--- src/rtl/uart_tx_ctrl.sv ---
// UART transmit sequencer: frames a byte (start, 7/8 data LSB first, optional
// parity, stop) and paces it out one bit per BTU tick of an external baud timer.
module uart_tx_ctrl (
  input  logic       clk,
  input  logic       reset,
  input  logic [7:0] tx_data,
  input  logic       tx_load,
  input  logic       eight,
  input  logic       pen,
  input  logic       ohel,
  input  logic       btu,
  output logic       baud_start,
  output logic       tx,
  output logic       tx_rdy
);

  typedef enum logic {IDLE, SHIFT} state_e;

  state_e      state_q, state_d;
  logic [10:0] shreg_q, shreg_d;
  logic [3:0]  cnt_q, cnt_d;
  logic [3:0]  nbits_q, nbits_d;
  logic        bstart_q, bstart_d;
  logic        rdy_q, rdy_d;

  logic        par;
  logic        pslot;
  logic [3:0]  cnt_inc;
  logic [10:0] frame;

  // Parity covers only the data bits actually sent; with parity off the slot
  // is a 1 so it reads as (part of) the stop level.
  assign par     = (^tx_data[6:0]) ^ (eight & tx_data[7]) ^ ohel;
  assign pslot   = pen ? par : 1'b1;
  assign cnt_inc = cnt_q + 4'd1;
  assign frame   = eight ? {1'b1, pslot, tx_data, 1'b0}
                         : {2'b11, pslot, tx_data[6:0], 1'b0};

  always_comb begin
    state_d  = state_q;
    shreg_d  = shreg_q;
    cnt_d    = cnt_q;
    nbits_d  = nbits_q;
    bstart_d = bstart_q;
    rdy_d    = rdy_q;
    case (state_q)
      IDLE: begin
        bstart_d = 1'b0;
        rdy_d    = 1'b1;
        if (tx_load) begin
          shreg_d  = frame;
          nbits_d  = 4'd9 + {3'b000, eight} + {3'b000, pen};
          cnt_d    = 4'd0;
          bstart_d = 1'b1;
          rdy_d    = 1'b0;
          state_d  = SHIFT;
        end
      end
      SHIFT: begin
        bstart_d = 1'b1;
        rdy_d    = 1'b0;
        if (btu) begin
          // Dropping Start for one cycle restarts the timer for the next bit.
          shreg_d  = {1'b1, shreg_q[10:1]};
          cnt_d    = cnt_inc;
          bstart_d = 1'b0;
          if (cnt_inc == nbits_q) begin
            rdy_d   = 1'b1;
            state_d = IDLE;
          end
        end
      end
      default: state_d = IDLE;
    endcase
  end

  always_ff @(posedge clk or posedge reset) begin
    if (reset) begin
      state_q  <= IDLE;
      shreg_q  <= '1;
      cnt_q    <= '0;
      nbits_q  <= '0;
      bstart_q <= 1'b0;
      rdy_q    <= 1'b1;
    end else begin
      state_q  <= state_d;
      shreg_q  <= shreg_d;
      cnt_q    <= cnt_d;
      nbits_q  <= nbits_d;
      bstart_q <= bstart_d;
      rdy_q    <= rdy_d;
    end
  end

  // Bits beyond the frame are 1, so once the frame has shifted out the line
  // sits at the idle/stop level.
  assign tx         = shreg_q[0];
  assign tx_rdy     = rdy_q;
  assign baud_start = bstart_q;

endmodule

--- config.mk ---
export PLATFORM = sky130hd
export DESIGN_NAME = uart_tx_ctrl
export DESIGN_NICKNAME = d
export VERILOG_FILES = /design/src/rtl/uart_tx_ctrl.sv
export SDC_FILE = /design/constraint.sdc
export NUM_CORES = 1
export LEC_CHECK = 0
export BUFFER_PORTS_ARGS = -buffer_cell sky130_fd_sc_hd__buf_2
export CAP_MARGIN = 10
export CORE_UTILIZATION = 48
export CTS_CLUSTER_SIZE = 30
export DETAILED_ROUTE_END_ITERATION = 12
export PLACE_DENSITY = 0.71
export SETUP_SLACK_MARGIN = 0.5
export SLEW_MARGIN = 20
export SYNTH_ARGS = -nofsm -noshare
export SYNTH_HDL_FRONTEND = slang
export SYNTH_SLANG_ARGS = --single-unit
--- constraint.sdc ---
create_clock -name clk -period 1.4 [get_ports clk]
set_clock_uncertainty 0.1 [all_clocks]
set_input_delay 0.14 -clock clk [delete_from_list [all_inputs] [get_ports clk]]
set_output_delay 0.14 -clock clk [all_outputs]
set_load 0.03 [all_outputs]
Yosys cells after proc, flatten, opt, wreduce, memory -nomap -nowiden
Index checks and enable logic that the tools add are counted.
W data, S select, Z words.
{ "op_classes": {"n_addsub": 3, "eq_ne": 3, "muxes": 18, "n_bitwise": 4, "reduce_logical": 3} }
{ "ops": {"columns": ["operator", "n"], "rows": [
  ["$mux W11", 2],
  ["$pmux W11 S2", 1],
  ["$mux W10", 1],
  ["$mux W1", 8],
  ["$mux W4", 2],
  ["$pmux W4 S2", 1],
  ["$reduce_xor A7 Y1", 1],
  ["$pmux W1 S2", 3],
  ["$add A4 B1 Y4", 1],
  ["$add A4 B1 Y4 const A", 1],
  ["$add A4 B1 Y4 const B", 1],
  ["$eq A4 B4 Y1", 1],
  ["$ne A2 B2 Y1 const B", 2],
  ["$reduce_and A2 Y1", 2],
  ["$xor A1 B1 Y1", 2],
  ["$and A1 B1 Y1", 1],
  ["$not A1 Y1", 1]
]} }
{ "word_totals": {"regBits": 22, "inputBits": 15, "out_inout_bits": 3} }

Logic depth before layout (Yosys ltp)
{ "depth": {"ltp_word": 7, "depth_mapped": 6} }

Worst setup path before layout
No wires, ideal clock.
{ "synth_timing": {"kind": "register -> register", "from": "register cnt_q[0]", "to": "register cnt_q[1]", "t_arrival_ns": 1.168, "t_required_ns": 1.179, "path_slack_ns": 0.011, "stages_incl_launch_ff": 4, "period_less_slack_ns": 1.389, "path_cell_list": "dfrtp_1 > ha_1 > mux2_2 > a22o_1"} }
{ "synth_between": {"elab_chain_cells": 3} }
{ "synth_lines": {"columns": ["element", "line_no", "source"], "rows": [
  ["start: declaration", "21", "logic [3:0] cnt_q, cnt_d;"],
  ["start signal: assignment", "88", "cnt_q <= cnt_d;"],
  ["$add A4 B1 Y4", "35", "assign cnt_inc = cnt_q + 4'd1;"],
  ["$mux W4", "62", "if (btu) begin"],
  ["$pmux W4 S2", "46", "case (state_q)"]
]} }
No other way between the ends. The select of a mux whose other input is x is not followed.
A chain may end at the register's enable or synchronous reset.

Final worst setup path
{ "layout_timing": {"from": "register cnt_q[1]", "to": "register cnt_q[1]"} }
Same word-level chain as after synthesis.

==> metrics <==
clk_lat worst skew=0.32 ns; status=finished with violations; HPWL after DPL=1.546 mm; max-slew violations=0; end-of-flow core utilization=77.88%; Initial DRT Pass Iterations=4; Largest stage delay, worst path=0.45 ns; DRT antenna net count=0; die area=2370 µm²; Combinational Power Share=54.3%; I/O pins=18; Max Fclk=752.3 MHz; wire length per cell=14.83 µm; # nets final=161; critical path required time=1.52 ns; Die Span Y=48.68 µm; maxcap violations=0; Synth Warn #=0; Initial DRC Count=13; row cnt=16; first-pass GRT wire length=4.319 mm; start point of the critical path=cnt_q[1]; sequential power share=36.5%; Slew headroom=74.78%; Seq/Total Area, Yosys=49.16%; vias in the first global route=950; failing checks=hold timing; placed insts=152; synthesized instance count=108; critical path cell sequence=ha_4 > mux2_2 > a22o_1; Worst setup EP type=flip-flop; Slew @ Worst Pin=0.3770 ns; via count=901; Post-Route WL=2.521 mm; hold crit path type=primary input to flip-flop; Die W=48.68 µm; switching power=1.270 mW; final cell count without fillers=170; CP Launch Type=flip-flop; Slowest-stage cell, CP=dfrtp_2; P per Cell Area=2119 nW/µm²; CTS Buf Count=3; Min Hold Slack=-0.01495 ns; Static Leakage=0.6678 nW; power share of the clock group=9.2%; GPL Wtd Cong=0.7557; CTS tree=yes; Area Overhead vs Synth=49.04%; period utilization=94.95%; mean post-synth cell area=9.685 µm²; Tot Pwr=3.304 mW; total track usage=23.91%; vias per cell=5.300; antenna violations before repair=0; Setup CP Type=flip-flop to flip-flop; cell taking the most area after synthesis=dfstp_2; CTS max path bufs=2; Initial Utilization=52.25%; pre-CTS setup slack=0.05424 ns; # H-tree levels=1; share of the synthesized area in the top cell type=27.63%; sw frac=38.44%; Final WS setup=0.07072 ns; crit path DAT=1.45 ns; Synth cell types=27; CTS sink cnt=20; RSZ-0062 raised after global routing=yes; Port-buffer cells=17; Mapped Area=1046 µm²; Core Box Area=2002 µm²; largest net degree at the start of global routing=13; Final Hold Vio Count=1; post-route minimum period=1.329 ns; ant diodes=0; DRC errors left=0; clk root buf=clkbuf_4; clock transition at the registers of the reported paths=0.12 ns; final setup fails=0; GRT overflow=0; Int Power=2.034 mW; origin of the critical flop-to-flop path=cnt_q[1]; share of layout cells above drive strength 1=53.15%; cells on worst reg2reg path=3; setup TNS=0 ns; Worst Setup EP=cnt_q[1]; reg-to-reg critical path endpoint=cnt_q[1]; register bit total from synthesis=20; top post-synthesis cells by area=dfstp_2, dfrtp_1, xnor2_1; IR drop worst, VDD=1.501 mV; Post-Syn Nets=125; flop2flop setup slack=0.07 ns; CP max FO=2
==> worst min path at each step <==
| stage | slack (ns) | depth (start not counted) | startpoint | to |
|---|---|---|---|---|
| finish | -0.01 | 3 | tx_data[7] | shreg_q[8] |
| global route | -0.01 | 3 | tx_data[7] | shreg_q[8] |
| CTS | -0.001 | 3 | tx_data[7] | shreg_q[8] |
| detailed placement | 0.02 | 2 | reset | baud_start |
| global placement | 0.01 | 2 | reset | baud_start |
| floorplan | -0.004 | 1 | reset | baud_start |
==> state kept, by name, indices dropped and copies added, names as in the netlist <==
signal / count
cnt_q: 4
nbits_q: 3
baud_start: 1
state_q: 1
shreg_q: 10
tx_rdy: 1
==> stage by stage <==
step,instance area (µm²),hold WS (ns)
after detailed placement,1266,0.01941
after CTS,1515,-0.001460
after global routing,1559,-0.01408
after global placement,1266,0.01153
after floorplan,1157,-0.004463
final,1559,-0.01495
==> cells in the mapped netlist <==
master     n
nand4_1    2
nand2_1    9
inv_1      4
o22ai_1    5
a21oi_1    3
nand3b_1   1
dfstp_2   11
a22o_1     2
a211oi_1   1
nor3b_1    1
xnor2_1   12
nor2b_1    2
mux2i_1    1
a41oi_1    1
nor3_1     1
nand2b_1   4
clkbuf_1   3
buf_2      1
xor2_1     4
o31ai_1    1
mux2_2     2
dfrtp_1    9
nand3_1    5
and2_1     1
o21ai_0    4
nor2_1    16
ha_1       2
==> critical path: cells and delay by family (launching register included) <==
family | cells | cell delay, ns
AOI/OAI and AO/OA | 1 | 0.17
adders and majority gates | 1 | 0.26
DFF | 1 | 0.45
muxes | 1 | 0.26
==> kinds of logic after synthesis <==
| group | count (synthesis) | synth area share [%] |
|---|---|---|
| compound gates | 17 | 10.29 |
| buf+inv | 8 | 2.989 |
| fa+ha+maj | 2 | 2.392 |
| xor+xnor | 16 | 13.40 |
| simple gates | 42 | 18.66 |
| mux | 3 | 3.110 |
| flops | 20 | 49.16 |
==> timing repair <==
action,in CTS,in global routing
endpoints found under the hold margin,10,2
resized for setup,25,7
gates cloned,0,0
setup endpoints to repair,23,23
pin swaps,6,3
setup buffers,9,0
hold buffers,4,1
==> layout by cell type, fill, tap and decap left out, types with 2 or more instances in the layout <==
master	count
nand2_8	2
buf_2	14
nand4_1	2
dfrtp_1	6
nor2_1	13
buf_6	10
o21ai_1	2
nand2_1	3
nand2_2	4
mux2_2	2
inv_1	4
dlygate4sd3_1	5
clkbuf_4	3
a21oi_1	3
dfrtp_2	3
nand2b_1	2
nor2_4	2
buf_4	5
xor2_1	4
dfstp_2	11
o22ai_2	4
xnor2_1	11
nand3_2	3
nand2b_4	2
nand3_1	2
a22o_1	2
==> routing by layer <==
layer	track usage [%]	vias up	wire length [µm]
li1	-	436	-
met1	29.61	447	1076
met2	42.36	13	1347
met3	2.830	5	45
met4	8.824	0	51
met5	0	-	0
==> power groups by stage <==
stage               Sequential [mW]  Clock [mW]  Combinational (mW)
floorplan                      1.24           0               0.935
global placement               1.18           0                1.21
detailed placement             1.20           0                1.23
CTS                            1.18       0.294                1.66
global route                   1.23       0.327                1.94
finish                         1.20       0.305                1.79
==> area by class of cell <==
| class | count | area [µm²] |
|---|---|---|
| clock buffer | 4 | 26.28 |
| fill | 119 | 442.9 |
| inverter | 4 | 15.01 |
| multi-input combinational | 80 | 675.6 |
| sequential | 20 | 518.0 |
| tap | 27 | 33.78 |
| timing repair buffer | 35 | 290.3 |
(Power assumes the default switching activity.)
